===== src/rtl/rsp_chan_mngr_pkg.sv =====
// Shared types and constants for the response channel manager.
// State encodings, tracker geometry and the OKAY response code.
package rsp_chan_mngr_pkg;

    localparam int TRK_DEPTH = 4;
    localparam int ID_W      = 4;
    localparam int ADDR_W    = 32;

    localparam logic [1:0] RESP_OKAY = 2'b00;

    typedef enum logic [1:0] {
        RSPC_IDLE = 2'b00,
        RSPC_WAIT = 2'b01,
        RSPC_HOLD = 2'b10,
        RSPC_DEFO = 2'b11
    } rspc_state_t;

    typedef struct packed {
        logic [ID_W-1:0]   id;
        logic [ADDR_W-1:0] addr;
    } trk_entry_t;

endpackage


===== src/rtl/rsp_trk_fifo.sv =====
// In-order outstanding-request tracker: 4-deep FIFO of {id, addr}.
// A push while full is dropped unless a pop frees a slot the same cycle.
module rsp_trk_fifo
    import rsp_chan_mngr_pkg::*;
(
    input  logic       clk,
    input  logic       rst_n,
    input  logic       i_push,
    input  logic       i_pop,
    input  trk_entry_t i_entry,
    output trk_entry_t o_head,
    output logic       o_full,
    output logic       o_empty,
    output logic       o_ovf
);

    trk_entry_t r_mem [TRK_DEPTH];
    logic [1:0] r_wptr;
    logic [1:0] r_rptr;
    logic [2:0] r_cnt;
    logic       r_ovf;
    logic       w_pop_ok;
    logic       w_push_ok;

    assign o_full    = (r_cnt == 3'(TRK_DEPTH));
    assign o_empty   = (r_cnt == 3'd0);
    assign o_head    = r_mem[r_rptr];
    assign o_ovf     = r_ovf;
    assign w_pop_ok  = i_pop & ~o_empty;
    assign w_push_ok = i_push & (~o_full | w_pop_ok);

    always_ff @(posedge clk or negedge rst_n) begin
        if (!rst_n) begin
            for (int i = 0; i < TRK_DEPTH; i++) r_mem[i] <= '0;
            r_wptr <= 2'd0;
            r_rptr <= 2'd0;
            r_cnt  <= 3'd0;
            r_ovf  <= 1'b0;
        end else begin
            if (w_push_ok) begin
                r_mem[r_wptr] <= i_entry;
                r_wptr        <= r_wptr + 2'd1;
            end
            if (w_pop_ok) r_rptr <= r_rptr + 2'd1;
            case ({w_push_ok, w_pop_ok})
                2'b10:   r_cnt <= r_cnt + 3'd1;
                2'b01:   r_cnt <= r_cnt - 3'd1;
                default: r_cnt <= r_cnt;
            endcase
            if (i_push && o_full && !w_pop_ok) r_ovf <= 1'b1;
        end
    end

endmodule


===== src/rtl/rsp_chan_mngr.sv =====
// Response channel manager: matches in-order read responses against the
// outstanding tracker and presents one registered result at a time.
module rsp_chan_mngr
    import rsp_chan_mngr_pkg::*;
#(
    parameter logic [1:0] RSPC_M_ID = 2'b00
) (
    input  logic        clk,
    input  logic        rst_n,
    input  logic        in_rq,
    input  logic [3:0]  in_id,
    input  logic [31:0] in_addr,
    output logic        trk_full,
    output logic        trk_empty,
    input  logic        r_valid,
    output logic        r_ready,
    input  logic [3:0]  r_id,
    input  logic [31:0] r_data,
    input  logic [1:0]  r_resp,
    output logic        out_valid,
    input  logic        out_ready,
    output logic [3:0]  out_id,
    output logic [31:0] out_addr,
    output logic [31:0] out_data,
    output logic        out_err,
    output logic        ovf_err
);

    rspc_state_t r_state;
    trk_entry_t  w_head;
    trk_entry_t  w_entry;
    logic        w_hs;
    logic        w_id_mis;

    assign w_entry  = '{id: in_id, addr: in_addr};
    assign r_ready  = (r_state == RSPC_WAIT);
    assign out_valid = (r_state == RSPC_HOLD);
    assign w_hs     = r_valid & r_ready;
    // Full 4-bit compare; the upper bits are the master ID RSPC_M_ID.
    assign w_id_mis = (r_id != w_head.id);

    rsp_trk_fifo u_trk (
        .clk     (clk),
        .rst_n   (rst_n),
        .i_push  (in_rq),
        .i_pop   (w_hs),
        .i_entry (w_entry),
        .o_head  (w_head),
        .o_full  (trk_full),
        .o_empty (trk_empty),
        .o_ovf   (ovf_err)
    );

    always_ff @(posedge clk or negedge rst_n) begin
        if (!rst_n) begin
            r_state  <= RSPC_IDLE;
            out_id   <= '0;
            out_addr <= '0;
            out_data <= '0;
            out_err  <= 1'b0;
        end else begin
            if (w_hs) begin
                out_id   <= w_head.id;
                out_addr <= w_head.addr;
                out_data <= r_data;
                out_err  <= (r_resp != RESP_OKAY) | w_id_mis;
            end
            case (r_state)
                RSPC_IDLE: if (in_rq || !trk_empty) r_state <= RSPC_WAIT;
                RSPC_WAIT: if (w_hs) r_state <= RSPC_HOLD;
                // Count here is already post-pop; a same-cycle push keeps us busy.
                RSPC_HOLD: if (out_ready)
                               r_state <= (trk_empty && !in_rq) ? RSPC_IDLE : RSPC_WAIT;
                default:   r_state <= RSPC_DEFO;
            endcase
        end
    end

endmodule


===== config.mk =====
export PLATFORM = sky130hd
export DESIGN_NAME = rsp_chan_mngr
export DESIGN_NICKNAME = d
export VERILOG_FILES = /design/src/rtl/rsp_chan_mngr_pkg.sv /design/src/rtl/rsp_trk_fifo.sv /design/src/rtl/rsp_chan_mngr.sv
export SDC_FILE = /design/constraint.sdc
export NUM_CORES = 1
export LEC_CHECK = 0
export BUFFER_PORTS_ARGS = -buffer_cell sky130_fd_sc_hd__buf_2
export CORE_UTILIZATION = 30
export CTS_BUF_LIST = sky130_fd_sc_hd__clkbuf_16
export DETAILED_ROUTE_END_ITERATION = 12
export MAX_ROUTING_LAYER = met4
export SYNTH_ARGS = -nofsm -noshare
export SYNTH_HDL_FRONTEND = slang
export SYNTH_SLANG_ARGS = --single-unit
export TNS_END_PERCENT = 30

===== constraint.sdc =====
create_clock -name clk -period 4 [get_ports clk]
set_clock_uncertainty 0.1 [all_clocks]
set_input_delay 0 -clock clk [delete_from_list [all_inputs] [get_ports clk]]
set_output_delay 0 -clock clk [all_outputs]
set_load 0.005 [all_outputs]

==> results of run 1 <==
stage by stage:
step / hold slack, ps / cell area, µm² / worst slack (ps) / util
2_1_floorplan: -396 / 9470 / 1870 / -
3_3_place_gp: -5.53 / 10600 / 1570 / 0.344
3_5_place_dp: -0.447 / 10600 / 1460 / 0.344
4_1_cts: 28.4 / 12300 / 811 / 0.400
5_1_grt: 77.7 / 12300 / 701 / 0.400
6_report: 2.60 / 12300 / 883 / 0.400
placed cells by master (no fill, tap or decap), types with 2 or more instances in the layout:
cell           count
xnor2_1            3
nor3_1             2
buf_2            151
nand2_1          109
buf_4              7
nand2_4            4
bufinv_16          4
mux4_2            35
nor2_1             5
xor2_1             7
a21oi_1            3
mux2i_1            3
clkinv_1           5
mux2_2           156
ha_1               5
dfrtp_1          221
dlygate4sd3_1     90
o21ai_0            2
clkinv_2           7
mux2_4            20
inv_1              8
clkinvlp_4         3
clkbuf_16         25
worst max path at each step:
| stage | startpoint | to | depth (start not counted) |
|---|---|---|---|
| floorplan | r_state[1] | u_trk.r_cnt[2] | 10 |
| global placement | r_state[1] | u_trk.r_mem[135] | 5 |
| detailed placement | r_state[1] | u_trk.r_mem[135] | 5 |
| CTS | u_trk.r_rptr[0] | out_err | 6 |
| global route | u_trk.r_rptr[0] | out_err | 6 |
| finish | u_trk.r_rptr[0] | out_err | 6 |
cells by family (layout without fill, tap and decap cells):
| logic type | Yosys count | in the layout | synth area share |
|---|---|---|---|
| compound gates | 9 | 9 | 0.00740 |
| xor+xnor | 10 | 10 | 0.00925 |
| fa+ha+maj | 6 | 6 | 0.00872 |
| buf+inv | 39 | 302 | 0.0256 |
| flops | 223 | 223 | 0.589 |
| mux | 215 | 215 | 0.305 |
| simple gates | 125 | 125 | 0.0548 |
worst reg2reg max path, stage by stage (launching register included):
cell and delay, ps:
dfrtp_4 750, mux4_2 620, xor2_1 160, nor3_1 130, dlygate4sd3_1 570, a41oi_1 100, dlygate4sd3_1 570
area by class of cell:
type                    instances  area, µm²  share of cell area
clock buffers                  25        626              0.0508
clock inverters                20        200              0.0162
inverters                       7       26.3             0.00213
multi-input cells             365       3650               0.296
flip-flops and latches        223       5590               0.453
well taps                     396        495              0.0402
repair buffers                250       1740               0.142
report_power, final:
group / total [W] / leakage [nW] / switching, W / internal [W]
registers: 0.00405 / 2.67 / 0.000665 / 0.00339
logic: 0.00324 / 2.64 / 0.00122 / 0.00202
clock network: 0.00230 / 0.406 / 0.000909 / 0.00139
registers in the layout, indices dropped and copies added (netlist names):
signal,flops
u_trk.r_mem,144
u_trk.o_ovf,1
u_trk.r_cnt,3
u_trk.r_wptr,2
out_err,1
u_trk.r_rptr,2
out_addr,32
out_data,32
out_id,4
r_state,2
Yosys cell counts:
cell	count	share of area
nor2b_1	1	0.00066
nand2_4	4	0.0048
buf_1	2	0.00079
nand2b_1	1	0.00066
dfrtp_1	223	0.59
inv_1	7	0.0028
ha_1	5	0.0066
o21ai_0	2	0.0011
a31o_2	1	0.00093
mux2_4	20	0.032
a21oi_1	3	0.0016
fa_1	1	0.0021
nor3b_2	1	0.0013
mux2_2	156	0.19
a21boi_4	1	0.0020
nand3b_1	1	0.00079
nor3_1	2	0.0011
nand2_1	109	0.043
o41ai_1	1	0.00093
mux2i_1	3	0.0032
mux4_2	35	0.083
xor2_1	7	0.0065
a41oi_1	1	0.00093
nor2_1	6	0.0024
clkbuf_1	13	0.0052
mux2_1	1	0.0012
buf_2	5	0.0026
xnor2_1	3	0.0028
buf_6	12	0.014
metal layers:
metal	share of wire	track usage
met1	0.47	0.179
met2	0.46	0.216
met3	0.045	0.0219
met4	0.025	0.0355
met5	0	-
==> results.sh, run 1 <==
export IMPL_dp_cells=1151
export IMPL_hold_class="in2async"
export IMPL_p_leak_nw=5.72
export IMPL_cts_sinks=223
export IMPL_routabilityCongestion=0.715
export IMPL_setup_viol_count_final=0
export IMPL_syn_cell_area_um2=9470
export IMPL_clock_path_buffers=3
export IMPL_worstMarginPinSlew_ps=757
export IMPL_io_buffers=152
export IMPL_drv_cap=0
export IMPL_post_cts_resize_count=0
export IMPL_period_minus_slack_ps=3120
export IMPL_grt_pass1_vias=6315
export IMPL_timing_slew_headroom=0.496
export IMPL_yosysSeqAreaShare=0.589
export IMPL_critical_path_slowest_cell="dfrtp_4"
export IMPL_clock_latency_ps=510
export IMPL_slew_violations=0
export IMPL_ys_warnings_count=0
export IMPL_netlist_instances=627
export IMPL_rrSetupSlack_ps=880
export IMPL_vdd_drop_max_uv=284
export IMPL_syn2layout_area_growth_pct=30.2
export IMPL_drive_gt1_frac=0.472
export IMPL_r2r_end="out_err"
export IMPL_grt_antenna_before_repair=0
export IMPL_postRouteAntennaNets=0
export IMPL_die_area_um2=32300
export IMPL_synth_seq_cells=223
export IMPL_rsz0062_at_grt="false"
export IMPL_first_pass_iters=8
export IMPL_postCtsHoldBufs=90
export IMPL_rows=64
export IMPL_cts_setup_buffers=0
export IMPL_grt_usage=0.135
export IMPL_setup_tns_final_ps=0
export IMPL_synth_nets=712
export IMPL_arrival_ps=3410
export IMPL_power_density_nw_per_um2=778
export IMPL_cp_end_kind="flop"
export IMPL_crit_path_max_fanout=25
export IMPL_status="finished with violations"
export IMPL_cp_start_kind="flop"
export IMPL_r2r_cells=6
export IMPL_clockRootBuffer="clkbuf_16"
export IMPL_critPathRequiredTime_ps=4290
export IMPL_grt_max_degree=99
export IMPL_drt_total_wl_um=20600
export IMPL_total_power_w=0.00959
export IMPL_overflow=0
export IMPL_post_drt_via_cell_ratio=4.53
export IMPL_die_x_um=180
export IMPL_violations="DRC"
export IMPL_fp_dieH_um=180
export IMPL_cp_cell_sequence="mux4_2 > xor2_1 > nor3_1 > dlygate4sd3_1 > a41oi_1 > dlygate4sd3_1"
export IMPL_finalCritPeriodShare=0.779
export IMPL_cts_buffers=25
export IMPL_core_area_um2=30800
export IMPL_grt_pass1_wl_um=34200
export IMPL_insertedDiodeCount=0
export IMPL_fin_nets=957
export IMPL_cts_tree="yes"
export IMPL_hold_viol=0
export IMPL_fill_cells=2883
export IMPL_cts_clk_slew_worst_paths_ps=60
export IMPL_path_class="reg2reg"
export IMPL_crit_top_cell="dlygate4sd3_1"
export IMPL_drc=17
export IMPL_crit_family="buffers and inverters"
export IMPL_syn_area_per_cell_um2=15.1
export IMPL_start_util=0.307
export IMPL_slowest_delay_ps=750
export IMPL_timing_fmax_mhz=321
export IMPL_wire_per_inst_um=16.0
export IMPL_vias=5822
export IMPL_timing_rr_start="u_trk.r_rptr[0]"
export IMPL_path_buf_inv=2
export IMPL_synth_cell_types=29
export IMPL_htree_levels=1
export IMPL_io_pins=153
export IMPL_stdcell_count=1286
export IMPL_drt_iter0_markers=208
export IMPL_post_dp_hpwl_um=12600
(Power assumes the default switching activity.)
==> run 2: changes to the inputs <==
--- a/config.mk
+++ b/config.mk
@@ -5,6 +5,7 @@
 export SDC_FILE = /design/constraint.sdc
 export NUM_CORES = 1
 export LEC_CHECK = 0
+export ABC_AREA = 1
 export BUFFER_PORTS_ARGS = -buffer_cell sky130_fd_sc_hd__buf_2
 export CORE_UTILIZATION = 30
 export CTS_BUF_LIST = sky130_fd_sc_hd__clkbuf_16
==> constraint.sdc (replaced) <==
create_clock -name clk -period 2.83 [get_ports clk]
set_clock_uncertainty 0.1 [all_clocks]
set_input_delay 0 -clock clk [delete_from_list [all_inputs] [get_ports clk]]
set_output_delay 0 -clock clk [all_outputs]
set_load 0.005 [all_outputs]
==> run 2 against run 1 <==
Against the previous run:
- the run now ends clean
- critical path depth is 3 higher
- non-clock buffer count is 1 higher
- synthesized area is 3.8% higher
- utilization is 0.61 points lower
- setup slack worse by 520 ps
- die area is 3.7% higher
- synthesized cell count is 89% higher
- power is 42% higher
- cell area is 1.8% higher
==> results.sh, run 2 <==
export IMPL_status="finished, final reports clean"
export IMPL_path_buf_inv=2
export IMPL_finalCritPeriodShare=0.873
export IMPL_cp_start_kind="flop"
export IMPL_die_x_um=183
export IMPL_grt_antenna_before_repair=2
export IMPL_start_util=0.308
export IMPL_syn_area_per_cell_um2=8.29
export IMPL_synth_nets=1270
export IMPL_grt_pass1_vias=8425
export IMPL_cp_cell_sequence="inv_2 > nand2_1 > nand3_1 > nand2_1 > or2_2 > nand3_1 > dlygate4sd3_1 > nor2_1 > nor2_1"
export IMPL_setup_viol_count_final=0
export IMPL_synth_async_sr_flop_share=1.00
export IMPL_post_cts_resize_count=0
export IMPL_routabilityCongestion=0.753
export IMPL_stdcell_count=1843
export IMPL_synth_cell_types=30
export IMPL_cp_end_kind="flop"
export IMPL_netlist_instances=1185
export IMPL_clock_latency_ps=510
export IMPL_rows=65
export IMPL_drv_cap=0
export IMPL_grt_pass1_wl_um=44800
export IMPL_critPathRequiredTime_ps=3170
export IMPL_post_drt_via_cell_ratio=4.58
export IMPL_hold_class="in2async"
export IMPL_rsz0062_at_grt="false"
export IMPL_netlist_area_leader_share=0.568
export IMPL_setup_slack_ps=359
export IMPL_overflow=0
export IMPL_die_area_um2=33500
export IMPL_syn_cell_area_um2=9830
export IMPL_p_leak_nw=6.29
export IMPL_core_area_um2=31900
export IMPL_timing_fmax_mhz=405
export IMPL_r2r_cells=9
export IMPL_io_pins=153
export IMPL_post_dp_hpwl_um=16500
export IMPL_path_class="reg2reg"
export IMPL_drt_total_wl_um=27700
export IMPL_hold_viol=0
export IMPL_largest_register="u_trk.r_mem"
export IMPL_synth_ff_type="dfrtp_1"
export IMPL_final_common_cell="nand2_1"
export IMPL_timing_rr_start="u_trk.r_rptr[0]"
export IMPL_synthTopCellsByArea="dfrtp_1 57%, nand2_1 18%, o21ai_0 6.6%, o21ai_1 5.7%, inv_1 2.1%"
export IMPL_critical_path_slowest_cell="dlygate4sd3_1"
export IMPL_ys_top_cells_by_count="461 x nand2_1, 223 x dfrtp_1, 130 x o21ai_0"
export IMPL_wire_per_inst_um=15.0
export IMPL_r2r_end="out_err"
export IMPL_slowest_delay_ps=560
export IMPL_fp_dieH_um=183
export IMPL_top_regs="u_trk.r_mem x144, out_addr x32, out_data x32"
export IMPL_syn2layout_area_growth_pct=27.7
export IMPL_clock_path_buffers=3
export IMPL_fin_nets=1474
export IMPL_vias=8445
export IMPL_setup_tns_final_ps=0
export IMPL_synth_most_common_cell="nand2_1"
export IMPL_cts_sinks=223
export IMPL_crit_cells=9
export IMPL_crit_path_max_fanout=25
export IMPL_io_buffers=152
export IMPL_htree_levels=1
export IMPL_synth_top_cell_by_area="dfrtp_1"
export IMPL_clockRootBuffer="clkbuf_16"
export IMPL_first_pass_iters=5
export IMPL_slew_violations=0
export IMPL_arrival_ps=2810
export IMPL_synth_edf_count=0
export IMPL_dp_cells=1719
export IMPL_grt_usage=0.172
export IMPL_cts_buffers=25
export IMPL_place_ws_ps=541
export IMPL_period_minus_slack_ps=2470
export IMPL_drive_gt1_frac=0.157
export IMPL_synth_seq_cells=223
export IMPL_ys_warnings_count=0
export IMPL_drc=0
export IMPL_timing_slew_headroom=0.267
export IMPL_most_common_layout_cells="461 x nand2_1, 221 x dfrtp_1, 151 x buf_2"
export IMPL_cts_tree="yes"
export IMPL_drt_iter0_markers=430
export IMPL_largest_register_ffs=144
export IMPL_worstMarginPinSlew_ps=1100
export IMPL_grt_max_degree=101
export IMPL_vdd_drop_max_uv=576
export IMPL_rrSetupSlack_ps=360
export IMPL_crit_family="buffers and inverters"
export IMPL_yosysSeqAreaShare=0.568
export IMPL_postRouteAntennaNets=0
export IMPL_power_density_nw_per_um2=1090
export IMPL_cts_clk_slew_worst_paths_ps=60
-- run 2: cell count changes after synthesis, moves of 31 or more --
cell / delta
nand2_1: +352
mux2_2: -156
o21ai_0: +128
o21ai_1: +112
inv_1: +48
a21oi_1: +37
mux4_2: -35
nor2_1: +31
-- run 2: final cells by class --
| class | instances | area (µm²) |
|---|---|---|
| Clock inverter | 19 | 129 |
| Multi-Input combinational cell | 828 | 3670 |
| Tap cell | 435 | 544 |
| Antenna cell | 2 | 5.00 |
| Fill cell | 3237 | 19300 |
| Inverter | 60 | 225 |
| Timing Repair Buffer | 251 | 1770 |
| Clock buffer | 25 | 626 |
| Sequential cell | 223 | 5590 |
-- run 2: cells by family (layout without fill, tap and decap cells) --
kind of cell             after synthesis  count (layout)  share of synthesized area
adder cells (fa/ha/maj)                6               6                    0.00840
AND/OR/NAND/NOR                      529             529                      0.211
AO/OA/AOI/OAI                        289             289                      0.149
flip-flops                           223             223                      0.568
buffers and inverters                134             355                     0.0602
other                                  0               2                          0
XOR/XNOR                               4               4                    0.00357
-- run 2: metal layers --
layer,global-route usage,share of wire,vias up
met2,0.280,0.45,227
met1,0.224,0.47,3976
met4,0.0350,0.017,0
li1,-,-,4207
met5,-,0,-
met3,0.0318,0.064,35
-- run 2: how the worst max path moves through the flow --
stage                          from             end  slack, ps
finish              u_trk.r_rptr[0]         out_err        360
CTS                 u_trk.r_rptr[0]         out_err        380
global placement     u_trk.r_cnt[1]  u_trk.r_cnt[2]        580
floorplan            u_trk.r_cnt[1]  u_trk.r_cnt[2]        530
global route        u_trk.r_rptr[0]         out_err        250
detailed placement   u_trk.r_cnt[0]  u_trk.r_cnt[2]        540
-- run 2: report_power, final --
group	leakage [nW]	switching [W]	internal, W
sequential	2.76	0.000688	0.00467
combinational	3.13	0.00335	0.00190
clock	0.391	0.00126	0.00177
total	6.29	0.00530	0.00834
-- run 2: stage by stage --
stage	util	cell area, µm²	hold slack (ps)	power, W
global placement	0.345	11000	-10.1	0.0105
floorplan	-	9830	-396	0.00870
detailed placement	0.345	11000	-9.16	0.0106
global route	0.394	12600	78.1	0.0149
finish	0.394	12600	1.52	0.0136
CTS	0.394	12500	39.1	0.0138
-- run 2: what timing repair did --
action,4_1_cts,5_1_grt
endpoints found under the hold margin,313,0
endpoints found under the setup margin,0,0
setup buffers,0,0
hold buffers,78,0
==> run 3: changes to the inputs <==
--- a/config.mk
+++ b/config.mk
@@ -11,6 +11,7 @@
 export CTS_BUF_LIST = sky130_fd_sc_hd__clkbuf_16
 export DETAILED_ROUTE_END_ITERATION = 12
 export MAX_ROUTING_LAYER = met4
+export PLACE_DENSITY_LB_ADDON = 0.05
 export SYNTH_ARGS = -nofsm -noshare
 export SYNTH_HDL_FRONTEND = slang
 export SYNTH_SLANG_ARGS = --single-unit
==> run 3 against run 2 <==
Against the previous run:
- final cell count grew 0.81%
- setup slack worse by 94 ps
- via count is 0.76% lower
- non-clock buffer count grew 8
- critical path type unchanged
- clock power increased by 17%
- fmax is 3.7% lower
==> results.sh, run 3 (synthesis results as in run 2) <==
export IMPL_drv_cap=0
export IMPL_largest_register="u_trk.r_mem"
export IMPL_timing_fmax_mhz=390
export IMPL_arrival_ps=2900
export IMPL_fp_dieH_um=183
export IMPL_vdd_drop_max_uv=549
export IMPL_worstMarginPinSlew_ps=1060
export IMPL_routabilityCongestion=0.761
export IMPL_r2r_end="out_err"
export IMPL_cts_clk_slew_worst_paths_ps=60
export IMPL_timing_rr_start="r_state[1]"
export IMPL_largest_register_ffs=144
export IMPL_setup_worst_path_start="r_state[1]"
export IMPL_grt_pass1_wl_um=47600
export IMPL_grt_max_degree=101
export IMPL_period_minus_slack_ps=2570
export IMPL_crit_family="buffers and inverters"
export IMPL_final_common_cell="nand2_1"
export IMPL_cts_sinks=223
export IMPL_critical_path_slowest_cell="dlygate4sd3_1"
export IMPL_vias=8381
export IMPL_drt_iter0_markers=448
export IMPL_p_leak_nw=6.43
export IMPL_clock_path_buffers=3
export IMPL_path_class="reg2reg"
export IMPL_post_drt_via_cell_ratio=4.51
export IMPL_grt_usage=0.186
export IMPL_setup_tns_final_ps=0
export IMPL_rsz0062_at_grt="false"
export IMPL_r2r_cells=11
export IMPL_slew_violations=0
export IMPL_io_pins=153
export IMPL_power_density_nw_per_um2=1120
export IMPL_htree_levels=1
export IMPL_dpl_instance_area_um2=11000
export IMPL_drc=0
export IMPL_io_buffers=152
export IMPL_wire_per_inst_um=16.4
export IMPL_cts_buffers=28
export IMPL_die_x_um=183
export IMPL_first_pass_iters=4
export IMPL_syn2layout_area_growth_pct=30.5
export IMPL_regArea_um2=5590
export IMPL_timing_slew_headroom=0.291
export IMPL_cp_end_kind="flop"
export IMPL_postRouteAntennaNets=0
export IMPL_grt_antenna_before_repair=2
export IMPL_status="finished, final reports clean"
export IMPL_post_dp_hpwl_um=17000
export IMPL_path_buf_inv=5
export IMPL_clock_latency_ps=530
export IMPL_slowest_delay_ps=580
export IMPL_setup_viol_count_final=0
export IMPL_drt_total_wl_um=30400
export IMPL_drive_gt1_frac=0.167
export IMPL_start_util=0.308
export IMPL_critPathRequiredTime_ps=3160
export IMPL_fin_nets=1485
export IMPL_hold_viol=0
export IMPL_die_area_um2=33500
export IMPL_most_common_layout_cells="461 x nand2_1, 221 x dfrtp_1, 151 x buf_2"
export IMPL_hold_class="in2async"
export IMPL_holdWs_ps=11.6
export IMPL_finalCritPeriodShare=0.906
export IMPL_multi_input_area_um2=3670
export IMPL_core_area_um2=31900
export IMPL_rows=65
export IMPL_cp_endpoint="out_err"
export IMPL_rrSetupSlack_ps=260
export IMPL_grt_pass1_vias=8322
export IMPL_cts_tree="yes"
export IMPL_crit_path_max_fanout=17
export IMPL_crit_cells=11
export IMPL_clockRootBuffer="clkbuf_16"
export IMPL_top_regs="u_trk.r_mem x144, out_addr x32, out_data x32"
export IMPL_overflow=0
export IMPL_cp_cell_sequence="inv_1 > nand3_4 > buf_16 > nor3_1 > dlygate4sd3_1 > nand2_1 > dlygate4sd3_1 > inv_1 > nand3_1 > nor2_1 > nor2_1"
export IMPL_fill_cells=3332
export IMPL_postLayoutCellArea_um2=12800
export IMPL_cp_start_kind="flop"
==> run 3: power breakdown <==
part | internal (W) | switching (W) | total, W
sequential | 0.00467 | 0.000674 | 0.00535
combinational | 0.00193 | 0.00350 | 0.00543
clock | 0.00212 | 0.00141 | 0.00353
==> run 3: final cells by class <==
cell class                 instances  area share
multi-input combinational        828       0.286
antenna                            1    0.000195
sequential                       223       0.436
clock buffer                      29      0.0566
inverter                          60      0.0176
timing repair buffer             259       0.147
tap                              435      0.0425
clock inverter                    23      0.0144
==> run 3: worst min path at each step <==
stage,slack [ps],start,end,cells past startpoint
after floorplan,-400,rst_n,out_addr[0],0
after detailed placement,-70,rst_n,out_data[29],1
after global placement,-70,rst_n,out_data[29],1
after global routing,30,rst_n,u_trk.r_mem[74],3
final,10,rst_n,u_trk.r_mem[74],3
after CTS,10,rst_n,u_trk.r_mem[69],3
==> run 3: worst register-to-register path, delay by kind of cell (launching register included) <==
kind / cells / cell delay, ps
flops: 1 / 390
buf+inv: 5 / 1490
simple gates: 6 / 490
==> run 3: per-stage QoR <==
stage | util | worst slack (ps) | power [W] | instances
after floorplan | - | 526 | 0.00870 | 1185
after global placement | 0.346 | 575 | 0.0107 | 1722
after detailed placement | 0.346 | 516 | 0.0108 | 1722
after CTS | 0.400 | 130 | 0.0145 | 1854
after global routing | 0.402 | 73.7 | 0.0156 | 1858
final | 0.402 | 265 | 0.0143 | 1858
==> run 3: what timing repair did <==
item,in CTS,in global routing
hold buffers,80,0
endpoints found under the setup margin,0,1
setup buffers,0,1
hold endpoints to repair,407,0
gates resized for setup,0,1
==> run 3: metal layers <==
layer	up-vias	wire length, µm	track usage
met1	3920	15100	0.253
met5	-	0	-
met2	198	13500	0.300
met4	0	505	0.0360
li1	4222	-	-
met3	41	1250	0.0232
